### src/rtl/uart_pkg.sv
// Shared types and defaults for the UART buffer blocks: FSM encoding, byte width, line-rate defaults.
package uart_pkg;

    localparam int unsigned DATA_WIDTH_DEFAULT = 8;
    localparam int unsigned SYSTEM_CLOCK       = 32000000;
    localparam int unsigned BAUD_RATE          = 9600;
    localparam int unsigned STATE_W            = 2;

    // Width matches the uart_tx state_out_dbg port so debug views line up.
    typedef enum logic [STATE_W-1:0] {
        ST_IDLE      = 2'd0,
        ST_START     = 2'd1,
        ST_WAIT_BUSY = 2'd2,
        ST_WAIT_DONE = 2'd3
    } txb_state_e;

    function automatic int unsigned clks_per_bit(input int unsigned clk_hz, input int unsigned baud);
        return clk_hz / baud;
    endfunction

endpackage

### src/rtl/uart_fifo_sync.sv
// Synchronous first-word-fall-through byte FIFO; full/empty are registered decodes of the stored count.
module uart_fifo_sync
    import uart_pkg::*;
#(
    parameter int unsigned DEPTH      = 16,
    parameter int unsigned DATA_WIDTH = DATA_WIDTH_DEFAULT,
    localparam int unsigned AW        = $clog2(DEPTH),
    localparam int unsigned CW        = AW + 1
) (
    input  logic                  clk,
    input  logic                  rst,
    input  logic                  wr_en,
    input  logic [DATA_WIDTH-1:0] wr_data,
    input  logic                  rd_en,
    output logic [DATA_WIDTH-1:0] rd_data,
    output logic                  full,
    output logic                  empty,
    output logic [CW-1:0]         count
);

    logic [DATA_WIDTH-1:0] mem_q [DEPTH];
    logic [AW-1:0]         wr_ptr_q, wr_ptr_d;
    logic [AW-1:0]         rd_ptr_q, rd_ptr_d;
    logic [CW-1:0]         count_q, count_d;
    logic                  full_q, empty_q;
    logic                  push_c, pop_c;

    // A pop never frees room for a push on the same edge: admission looks at the registered full.
    assign push_c = wr_en && !full_q;
    assign pop_c  = rd_en && !empty_q;

    always_comb begin
        wr_ptr_d = wr_ptr_q;
        rd_ptr_d = rd_ptr_q;
        count_d  = count_q;
        if (push_c) wr_ptr_d = wr_ptr_q + AW'(1);
        if (pop_c)  rd_ptr_d = rd_ptr_q + AW'(1);
        case ({push_c, pop_c})
            2'b10:   count_d = count_q + CW'(1);
            2'b01:   count_d = count_q - CW'(1);
            default: count_d = count_q;
        endcase
    end

    always_ff @(posedge clk) begin
        if (rst) begin
            wr_ptr_q <= '0;
            rd_ptr_q <= '0;
            count_q  <= '0;
            full_q   <= 1'b0;
            empty_q  <= 1'b1;
        end else begin
            wr_ptr_q <= wr_ptr_d;
            rd_ptr_q <= rd_ptr_d;
            count_q  <= count_d;
            full_q   <= (count_d == CW'(DEPTH));
            empty_q  <= (count_d == '0);
        end
    end

    always_ff @(posedge clk) begin
        if (!rst && push_c) mem_q[wr_ptr_q] <= wr_data;
    end

    assign rd_data = mem_q[rd_ptr_q];
    assign full    = full_q;
    assign empty   = empty_q;
    assign count   = count_q;

endmodule

### src/rtl/uart_tx_buffer.sv
// Byte buffer in front of uart_tx: drains one frame at a time over the en/data_in/rdy handshake.
// Define UART_TXB_DROPCNT_EN to add the saturating drop_cnt port for bytes pushed while full.
module uart_tx_buffer
    import uart_pkg::*;
#(
    parameter int unsigned DEPTH      = 16,
    parameter int unsigned DATA_WIDTH = DATA_WIDTH_DEFAULT,
    parameter int unsigned EN_CYCLES  = 1,
    localparam int unsigned AW        = $clog2(DEPTH),
    localparam int unsigned CW        = AW + 1
) (
    input  logic                  clk,
    input  logic                  rst,
    input  logic                  wr_en,
    input  logic [DATA_WIDTH-1:0] wr_data,
    output logic                  full,
    output logic                  empty,
    output logic [CW-1:0]         count,
    input  logic                  tx_rdy,
    output logic                  tx_en,
    output logic [DATA_WIDTH-1:0] tx_data,
    output logic                  busy
`ifdef UART_TXB_DROPCNT_EN
    ,
    output logic [7:0]            drop_cnt
`endif
);

    localparam logic [7:0] HOLD_LAST = 8'(EN_CYCLES);

    txb_state_e            state_q;
    logic [7:0]            hold_q;
    logic                  tx_en_q;
    logic                  busy_q;
    logic [DATA_WIDTH-1:0] tx_data_q;
    logic [DATA_WIDTH-1:0] fifo_rd_data;
    logic                  pop_c;

    uart_fifo_sync #(
        .DEPTH      (DEPTH),
        .DATA_WIDTH (DATA_WIDTH)
    ) u_fifo (
        .clk     (clk),
        .rst     (rst),
        .wr_en   (wr_en),
        .wr_data (wr_data),
        .rd_en   (pop_c),
        .rd_data (fifo_rd_data),
        .full    (full),
        .empty   (empty),
        .count   (count)
    );

    assign pop_c = (state_q == ST_IDLE) && !empty && tx_rdy;

    // Handshake FSM; tx_data is latched at the pop and held until the frame completes.
    always_ff @(posedge clk) begin
        if (rst) begin
            state_q   <= ST_IDLE;
            hold_q    <= '0;
            tx_en_q   <= 1'b0;
            busy_q    <= 1'b0;
            tx_data_q <= '0;
        end else begin
            case (state_q)
                ST_IDLE: begin
                    if (pop_c) begin
                        state_q   <= ST_START;
                        tx_data_q <= fifo_rd_data;
                        tx_en_q   <= 1'b1;
                        busy_q    <= 1'b1;
                        hold_q    <= 8'd1;
                    end
                end
                ST_START: begin
                    if (hold_q == HOLD_LAST) begin
                        state_q <= ST_WAIT_BUSY;
                        tx_en_q <= 1'b0;
                    end else begin
                        hold_q <= hold_q + 8'd1;
                    end
                end
                ST_WAIT_BUSY: begin
                    if (!tx_rdy) state_q <= ST_WAIT_DONE;
                end
                ST_WAIT_DONE: begin
                    if (tx_rdy) begin
                        state_q <= ST_IDLE;
                        busy_q  <= 1'b0;
                    end
                end
                default: begin
                    state_q <= ST_IDLE;
                    tx_en_q <= 1'b0;
                    busy_q  <= 1'b0;
                end
            endcase
        end
    end

    assign tx_en   = tx_en_q;
    assign tx_data = tx_data_q;
    assign busy    = busy_q;

`ifdef UART_TXB_DROPCNT_EN
    logic [7:0] drop_q;

    always_ff @(posedge clk) begin
        if (rst) begin
            drop_q <= '0;
        end else if (wr_en && full && (drop_q != 8'hFF)) begin
            drop_q <= drop_q + 8'd1;
        end
    end

    assign drop_cnt = drop_q;
`endif

endmodule

### config.mk
export PLATFORM = sky130hd
export DESIGN_NAME = uart_tx_buffer
export DESIGN_NICKNAME = d
export VERILOG_FILES = /design/src/rtl/uart_pkg.sv /design/src/rtl/uart_fifo_sync.sv /design/src/rtl/uart_tx_buffer.sv
export SDC_FILE = /design/constraint.sdc
export NUM_CORES = 1
export LEC_CHECK = 0
export CAP_MARGIN = 20
export CORE_MARGIN = 3
export CORE_UTILIZATION = 38
export CTS_CLUSTER_DIAMETER = 200
export DETAILED_ROUTE_END_ITERATION = 7
export DONT_BUFFER_PORTS = 1
export PLACE_DENSITY_LB_ADDON = 0.25
export RECOVER_POWER = 50
export SLEW_MARGIN = 20
export SYNTH_ARGS = -nofsm -noshare
export SYNTH_HDL_FRONTEND = slang
export SYNTH_SLANG_ARGS = --single-unit
export TNS_END_PERCENT = 1
### constraint.sdc
create_clock -name clk -period 7 [get_ports clk]
set_input_delay 1.4 -clock clk [delete_from_list [all_inputs] [get_ports clk]]
set_output_delay 1.4 -clock clk [all_outputs]
set_load 0.005 [all_outputs]
==> results of run 1 <==
sequential cells by signal, summed over array words and instances, names as in the netlist:
signal / flops
tx_data: 8
busy: 1
u_fifo.empty: 1
hold_q: 8
u_fifo.rd_ptr_q: 4
u_fifo.full: 1
u_fifo.count: 5
u_fifo.mem_q: 128
state_q: 2
tx_en: 1
u_fifo.wr_ptr_q: 4
per-layer routing:
layer / GRT usage, % / vias up / wire length (um)
li1: - / 1582 / -
met4: 4.79 / 0 / 180
met3: 4.26 / 15 / 905
met5: 0 / - / 0
met1: 17.6 / 1641 / 5340
met2: 20.6 / 105 / 5810
worst paths after layout:
| path | start | to | slack, ns | cells past startpoint |
|---|---|---|---|---|
| worst min-delay path | u_fifo.rd_ptr_q[1] | u_fifo.rd_ptr_q[1] | 0.46 | 2 |
| worst max-delay path | tx_rdy | u_fifo.full | 3.49 | 10 |
| worst min register to register | u_fifo.rd_ptr_q[1] | u_fifo.rd_ptr_q[1] | 0.46 | 2 |
| worst max register to register | state_q[0] | u_fifo.full | 3.74 | 12 |
critical path: cells and delay by family:
| family | cells | cell delay (ns) |
|---|---|---|
| compound gates | 2 | 0.36 |
| buf+inv | 1 | 0.52 |
| fa+ha+maj | 1 | 0.23 |
| simple gates | 4 | 1.01 |
| xor+xnor | 2 | 0.30 |
cells by family after synthesis:
logic type                 after synthesis  synth area share (%)
AOI/OAI and AO/OA                       36                  3.61
xor gates and xnor gates                15                  1.94
adders and majority gates               15                  2.77
buffers and inverters                   30                  2.37
DFF                                    163                  67.1
muxes                                   45                  15.0
and+or+nand+nor                        101                  7.12
through the flow:
stage | hold WS, ns | cell area [sq um] | power (mW)
after floorplan | 0.453 | 6770 | 1.46
after global placement | 0.447 | 6970 | 1.52
after detailed placement | 0.445 | 6970 | 1.53
after CTS | 0.458 | 7570 | 2.48
after global routing | 0.491 | 7540 | 2.55
final | 0.459 | 7540 | 2.44
power breakdown:
part	internal (mW)	total (mW)	switching [mW]
combinational	0.173	0.361	0.188
clock	0.568	0.946	0.378
sequential	1.08	1.13	0.0490
area by class of cell:
cell class                      count  area share [%]
Clock inverter                     13            2.29
Inverter                            9           0.448
Timing Repair Buffer                6           0.598
Multi-Input combinational cell    212            26.9
Tap cell                          225            3.73
Sequential cell                   163            60.3
Clock buffer                       19            5.74
cells in the mapped netlist (2+ instances only):
cell type | count | area (sq um)
edfxtp_1 | 128 | 3840
clkbuf_1 | 8 | 30.0
buf_1 | 3 | 11.3
mux4_2 | 22 | 495
nor3_1 | 6 | 30.0
nand2b_1 | 4 | 25.0
buf_2 | 5 | 25.0
o22ai_1 | 2 | 12.5
buf_6 | 2 | 22.5
a21o_1 | 2 | 15.0
buf_8 | 2 | 30.0
nand4_1 | 7 | 43.8
nor2_1 | 34 | 128
nor2b_1 | 4 | 25.0
mux4_1 | 18 | 473
inv_1 | 8 | 30.0
xor2_1 | 11 | 96.3
and3_1 | 2 | 12.5
xnor2_1 | 4 | 35.0
ha_1 | 15 | 188
a21oi_1 | 18 | 90.1
mux2i_1 | 5 | 50.1
nand2_1 | 34 | 128
nand2_2 | 2 | 12.5
dfxtp_1 | 35 | 701
a211oi_1 | 2 | 15.0
==> results.py, run 1 <==
metrics = {
    "floorplan": {
        "ios": 29,
        "die_x_um": 139,
        "core_sq_um": 17400,
        "initial_utilization_pct": 39.0,
        "die_area_sq_um": 19400,
        "rows": 48,
        "die_height_um": 139,
    },
    "logic_synthesis": {
        "syn-num-nets": 432,
        "synth_ff_type": "edfxtp_1",
        "syn_inst": 405,
        "ys_warn_count": 0,
        "synth-seq-area-share_pct": 67.1,
        "syn_avg_cell_area_sq_um": 16.7,
        "yosysUniqueCellTypes": 48,
        "synth_seq_cells": 163,
        "synth-edff-count": 128,
        "syn_area_sq_um": 6770,
        "ys_async_sr_fraction_pct": 0,
    },
    "final_layout": {
        "multi_input_area_sq_um": 2030,
        "final-seq-area_sq_um": 4550,
        "antenna_cells": 0,
        "layout-drive-gt1-share_pct": 14.9,
        "layout_common_cells": "edfxtp_1 (128), nand2_1 (35), nor2_1 (34), dfxtp_1 (34), mux4_2 (22)",
        "fill_cells": 1523,
        "post-route-util_pct": 43.4,
        "finalNonFillerCells": 647,
        "nNetsFinal": 436,
        "final_common_cell": "edfxtp_1",
        "area_growth_pct": 11.4,
    },
    "cts": {
        "hold_buffers": 0,
        "cts_resized": 0,
        "clock_latency_ns": 0.43,
        "postCtsSetupRepairBufs": 0,
        "cts.sinks": 163,
        "clockRootBuffer": "clkbuf_16",
        "cts_buffer_depth": 2,
        "cts_tree": "yes",
        "cts-htree-levels": 4,
        "cts.clk_slew.worst_paths_ns": 0.06,
        "cts_buffers": 17,
    },
    "critical_path": {
        "crit_slowest_cell": "inv_1",
        "path_cells": "nand3b_1, inv_1, nand2_2, xnor2_1, ha_1, o211ai_1, a21oi_1, nor4_2, xnor2_1, nor4bb_1",
        "path_class": "primary input to flop",
        "crit_top_cell": "xnor2_1",
        "cp_data_required_time_ns": 7.32,
        "startpoint_type": "primary input",
        "critPathMaxStageDelay_ns": 0.52,
        "endpoint_kind": "flop",
        "cp_data_arrival_time_ns": 3.83,
        "critPathMaxFanout": 17,
    },
    "drt": {
        "drc": 0,
        "viasPerCell": 5.17,
        "num_vias": 3343,
        "drt-initial-drc-count": 253,
        "drtPass1Iterations": 5,
        "wl_um": 12200,
        "final_antenna_net_count": 0,
        "wl_per_cell_um": 18.9,
    },
    "global_routing": {
        "track_usage_pct": 13.3,
        "grt_max_degree": 35,
        "grt_pass1_wl_um": 19600,
        "antenna_found_initial": 0,
        "grt_overflow_total": 0,
        "first_global_vias": 3365,
    },
    "status": {
        "status": "finished clean",
    },
    "sta": {
        "rsz0062_at_grt": "false",
        "setup_violations": 0,
        "max_freq_ghz": 0.285,
        "worstMarginPinSlew_ns": 0.829,
        "relSlewSlack_pct": 44.6,
        "finalCritPeriodShare_pct": 50.1,
        "setup_slack_ns": 3.49,
        "tns_ns": 0,
        "hold_viol_final": 0,
        "period_needed_ns": 3.51,
        "finalClockSkew_ns": 0.0135,
        "slew_viol_final": 0,
    },
    "job": {
        "cap_violations": 0,
    },
    "placement": {
        "placed_cells": 615,
        "hpwl_um": 8400,
        "place_ws_ns": 3.26,
        "port_buffers": 0,
        "gp_congestion": 0.765,
    },
    "worst_hold_path": {
        "hp-class": "flop to flop",
    },
    "power": {
        "power.leakage_nw": 2.47,
        "peakVddDrop_v": 0.000199,
        "p_per_area_nw_per_um2": 323,
    },
}
No activity file was read; power rests on OpenSTA's default activity.
==> run 2, diff against run 1 <==
==> constraint.sdc (replaced) <==
create_clock -name clk -period 3.2 [get_ports clk]
set_input_delay 0.64 -clock clk [delete_from_list [all_inputs] [get_ports clk]]
set_output_delay 0.64 -clock clk [all_outputs]
set_load 0.005 [all_outputs]
==> run 2 against run 1 <==
Effect of this change: final cell count up 1.7%; core utilization increased by 0.50 points; sequential share of layout area shrank 0.68 points; hold slack worse by 0.18 ns; cell area is 1.1% higher; sequential power rose by 120%; routed wire length down 0.12%; clock skew fell by 0.0040 ns; die area is the same; non-clock buffer count up 11; register-to-register slack got worse by 3.2 ns; global-route usage decreased by 0.093 points; highest routed layer unchanged.
==> results.py, run 2 (same netlist as run 1, synthesis figures left out) <==
metrics = {
    "status": {
        "status": "finished clean",
    },
    "sta": {
        "hold_viol_final": 0,
        "finalClockSkew_ns": 0.00943,
        "period_needed_ns": 2.65,
        "max_freq_ghz": 0.377,
        "setup_violations": 0,
        "tns_ns": 0,
        "worstMarginPinSlew_ns": 0.711,
        "rsz0062_at_grt": "false",
        "finalCritPeriodShare_pct": 82.8,
        "relSlewSlack_pct": 52.4,
        "slew_viol_final": 0,
    },
    "final_layout": {
        "layout_common_cells": "edfxtp_1 (128), nor2_1 (34), nand2_1 (34), dfxtp_1 (34), mux4_2 (22)",
        "nNetsFinal": 447,
        "fill_cells": 1510,
        "largest_register_ffs": 128,
        "post-route-util_pct": 43.9,
        "final_common_cell": "edfxtp_1",
        "multi_input_area_sq_um": 2060,
        "layout-drive-gt1-share_pct": 18.2,
        "final-seq-area_sq_um": 4550,
        "largest_register": "u_fifo.mem_q",
        "area_growth_pct": 12.7,
        "antenna_cells": 0,
    },
    "global_routing": {
        "grt_overflow_total": 0,
        "grt_pass1_wl_um": 19500,
        "antenna_found_initial": 0,
        "first_global_vias": 3392,
        "grt_max_degree": 36,
        "track_usage_pct": 13.2,
    },
    "cts": {
        "clock_latency_ns": 0.42,
        "cts.clk_slew.worst_paths_ns": 0.06,
        "cts_buffers": 17,
        "cts_tree": "yes",
        "cts_resized": 0,
        "cts.sinks": 163,
        "clockRootBuffer": "clkbuf_16",
        "postCtsSetupRepairBufs": 0,
        "cts_buffer_depth": 2,
        "cts-htree-levels": 4,
        "hold_buffers": 0,
    },
    "floorplan": {
        "die_area_sq_um": 19400,
        "initial_utilization_pct": 39.0,
        "die_height_um": 139,
        "ios": 29,
        "core_sq_um": 17400,
        "die_x_um": 139,
        "rows": 48,
    },
    "drt": {
        "drc": 0,
        "final_antenna_net_count": 0,
        "wl_per_cell_um": 18.6,
        "viasPerCell": 5.16,
        "drtPass1Iterations": 4,
        "num_vias": 3396,
        "wl_um": 12200,
        "drt-initial-drc-count": 240,
    },
    "placement": {
        "port_buffers": 0,
        "gp_congestion": 0.730,
        "hpwl_um": 8230,
    },
    "critical_path": {
        "endpoint_kind": "flop",
        "critPathMaxFanout": 17,
        "cp_data_arrival_time_ns": 2.98,
        "path_cells": "inv_1, ha_1, nand3b_1, inv_2, ha_1, o311ai_1, o21ai_1, xor2_1, o32ai_1, nor4bb_1",
        "crit_slowest_cell": "o32ai_1",
        "path_class": "flop to flop",
        "cp_data_required_time_ns": 3.53,
        "crit_top_cell": "ha_1",
        "critPathMaxStageDelay_ns": 0.36,
        "startpoint_type": "flop",
    },
    "power": {
        "power.leakage_nw": 2.53,
        "p_per_area_nw_per_um2": 690,
        "peakVddDrop_v": 0.000486,
    },
    "worst_hold_path": {
        "hp-class": "primary input to flop",
    },
    "job": {
        "cap_violations": 0,
    },
}
==> run 2: cell types whose count changed in the layout (fill, tap and decap cells not counted), moves of 2 or more <==
cell / change
clkinv_2: +4
buf_4: +10
inv_6: -3
clkinv_4: +2
==> run 2: stage by stage <==
stage | worst slack, ns | power, mW | hold slack, ns | instance area (sq um) | instances
final | 0.549 | 5.26 | 0.284 | 7620 | 658
after global routing | 0.246 | 5.50 | 0.258 | 7620 | 658
after CTS | 0.548 | 5.31 | 0.261 | 7630 | 658
after detailed placement | 0.569 | 3.36 | 0.469 | 7060 | 626
after global placement | 0.675 | 3.34 | 0.466 | 7060 | 626
after floorplan | 0.789 | 3.19 | 0.453 | 6770 | 405
==> run 2: report_power, final <==
group          total [mW]  switching [mW]  internal [mW]
clock                1.95           0.803           1.15
combinational       0.827           0.418          0.410
sequential           2.48           0.114           2.37
total                5.26            1.34           3.92
==> run 2: path summary, 6_finish.rpt <==
check,from,to,slack [ns],depth (start not counted)
worst max-delay path,state_q[0],u_fifo.full,0.55,10
worst min-delay path,rst,tx_data[3],0.28,1
worst max register to register,state_q[0],u_fifo.full,0.55,10
worst min register to register,tx_data[3],tx_data[3],0.47,2
==> run 2: worst max-delay path, delay by kind of cell, from the launching register on <==
family	cells	cell delay (ns)
compound gates	3	0.84
buf+inv	2	0.26
xor+xnor	1	0.17
simple gates	2	0.37
fa+ha+maj	2	0.57
flops	1	0.35
==> run 2: layout make-up <==
class                      instances  share of cell area [%]
inverter                           9                   0.443
tap                              225                    3.69
sequential                       163                    59.6
timing repair buffer              17                    1.84
clock inverter                    13                    1.77
multi-input combinational        212                    27.0
clock buffer                      19                    5.68
==> run 2: routing by layer <==
layer	GRT usage, %	wire [um]
met1	18.1	5900
met2	20.0	5670
met3	4.23	528
met4	4.22	125
met5	0	0
==> run 3, diff against run 2 <==
==> constraint.sdc (replaced) <==
create_clock -name clk -period 2.5 [get_ports clk]
set_input_delay 0.5 -clock clk [delete_from_list [all_inputs] [get_ports clk]]
set_output_delay 0.5 -clock clk [all_outputs]
set_load 0.005 [all_outputs]
==> run 3 against run 2 <==
Effect of this change: count of clock-buffer cells in the layout is 2 lower; combinational power is 39% higher; clock skew is 0.0031 ns lower; first-iteration DRC count is 0.42% lower; critical endpoint unchanged; largest power group unchanged.
==> results.py, run 3 (same netlist as run 1, synthesis figures left out) <==
metrics = {
    "status": {
        "status": "finished clean",
    },
    "cts": {
        "cts-htree-levels": 4,
        "cts.clk_slew.worst_paths_ns": 0.06,
        "cts.sinks": 163,
        "clock_latency_ns": 0.42,
        "cts_buffers": 17,
        "cts_buffer_depth": 2,
        "clockRootBuffer": "clkbuf_16",
        "cts_tree": "yes",
    },
    "floorplan": {
        "die_x_um": 139,
        "die_height_um": 139,
        "ios": 29,
        "initial_utilization_pct": 39.0,
        "rows": 48,
        "core_sq_um": 17400,
        "die_area_sq_um": 19400,
    },
    "final_layout": {
        "design_area_sq_um": 7770,
        "largest_register": "u_fifo.mem_q",
        "largest_register_ffs": 128,
        "antenna_cells": 0,
        "final_common_cell": "edfxtp_1",
        "post-route-util_pct": 44.7,
        "finalNonFillerCells": 670,
        "layout_common_cells": "edfxtp_1 (128), nor2_1 (34), nand2_1 (34)",
        "layout-drive-gt1-share_pct": 23.1,
        "fill_cells": 1500,
        "area_growth_pct": 14.8,
        "nNetsFinal": 459,
    },
    "worst_hold_path": {
        "whs_path_depth": 1,
        "hp-class": "primary input to flop",
        "min_delay_worst_endpoint": "state_q[1]",
        "hp-start": "rst",
    },
    "critical_path": {
        "r2r_start": "state_q[1]",
        "cp_data_required_time_ns": 2.83,
        "endpoint_kind": "flop",
        "r2r_setup_slack_ns": 0.29,
        "critPathMaxFanout": 5,
        "reg2regPathDepth": 12,
        "startpoint_type": "flop",
        "critPathLaunch": "state_q[1]",
        "timing.rr.end": "u_fifo.full",
        "cp_data_arrival_time_ns": 2.54,
        "path_class": "flop to flop",
    },
    "drt": {
        "drtPass1Iterations": 4,
        "viasPerCell": 5.13,
        "drt-initial-drc-count": 239,
        "wl_per_cell_um": 18.3,
        "wl_um": 12200,
        "drc": 0,
        "num_vias": 3437,
        "final_antenna_net_count": 0,
    },
    "power": {
        "p_switching_mw": 1.78,
        "peakVddDrop_v": 0.000507,
        "p_clk_share_pct": 36.0,
        "total_power_mw": 6.78,
        "p_sw_share_pct": 26.2,
        "seq_power_share_pct": 47.0,
        "p_int_mw": 5.00,
        "combPwrFrac_pct": 17.0,
        "p_per_area_nw_per_um2": 873,
        "power.leakage_nw": 2.60,
    },
    "sta": {
        "setup_slack_ns": 0.287,
        "worstMarginPinSlew_ns": 0.644,
        "period_needed_ns": 2.21,
        "relSlewSlack_pct": 57.1,
        "finalCritPeriodShare_pct": 88.5,
        "whs_ns": 0.143,
        "slew_viol_final": 0,
        "max_freq_ghz": 0.452,
        "hold_viol_final": 0,
        "setup_violations": 0,
        "finalClockSkew_ns": 0.00635,
        "tns_ns": 0,
    },
    "placement": {
        "port_buffers": 0,
        "place_ws_ns": 0.0914,
        "placed_cells": 636,
        "hpwl_um": 8490,
        "place_area_sq_um": 7150,
        "gp_congestion": 0.757,
    },
    "global_routing": {
        "first_global_vias": 3498,
        "antenna_found_initial": 0,
        "grt_pass1_wl_um": 19800,
        "grt_max_degree": 36,
        "grt_overflow_total": 0,
        "track_usage_pct": 13.4,
    },
    "job": {
        "cap_violations": 0,
    },
}
==> run 3: cell count changes in the layout (fill, tap and decap cells not counted), sizes merged <==
cell,before,now
bufinv,2,1
clkinv,8,7
inv,10,14
buf,17,28
clkbuf,19,18
==> run 3: repair_timing <==
| action | CTS | global route |
|---|---|---|
| buffers inserted | 0 | 2 |
| hold buffers | 0 | 0 |
| gates resized for setup | 0 | 13 |
| endpoints found under the setup margin | 0 | 3 |
==> run 3: final cells by class <==
class,instances,area [sq um],share of cell area [%]
clock buffers,17,425,5.48
clock inverters,15,130,1.68
inverters,9,33.8,0.435
multi-input cells,212,2110,27.1
flip-flops and latches,163,4550,58.6
well taps,225,282,3.62
repair buffers,29,239,3.08
==> run 3: layer usage <==
layer  wire, um  track usage (%)  up-vias
li1           -                -     1635
met1       5700             17.9     1722
met2       5750             20.7       65
met3        614             4.64       15
met4        169             4.53        0
met5          0                0        -
==> run 3: worst max-delay path: stages, from the launching register on <==
cell and delay (ns):
dfxtp_2 0.34, inv_2 0.09, ha_4 0.15, nand3b_1 0.11
inv_2 0.12, nand2_4 0.08, inv_1 0.07, ha_2 0.29
a21oi_2 0.14, nor2b_1 0.06, nor4_2 0.26, xnor2_1 0.15
nor4bb_1 0.26
==> run 3: power groups by stage <==
stage | Clock [mW] | Sequential (mW) | Combinational, mW
finish | 2.44 | 3.19 | 1.15
global route | 2.62 | 3.21 | 1.28
CTS | 2.51 | 3.18 | 1.10
detailed placement | 0 | 3.24 | 1.10
global placement | 0 | 3.24 | 1.08
floorplan | 0 | 3.16 | 0.930
==> run 3: worst max path at each step <==
stage	slack, ns	to	cells after the start
2_1_floorplan	0.09	u_fifo.full	12
3_3_place_gp	0.18	u_fifo.full	12
3_5_place_dp	0.09	u_fifo.full	12
4_1_cts	0.07	u_fifo.full	12
5_1_grt	-0.009	u_fifo.full	12
6_report	0.29	u_fifo.full	12
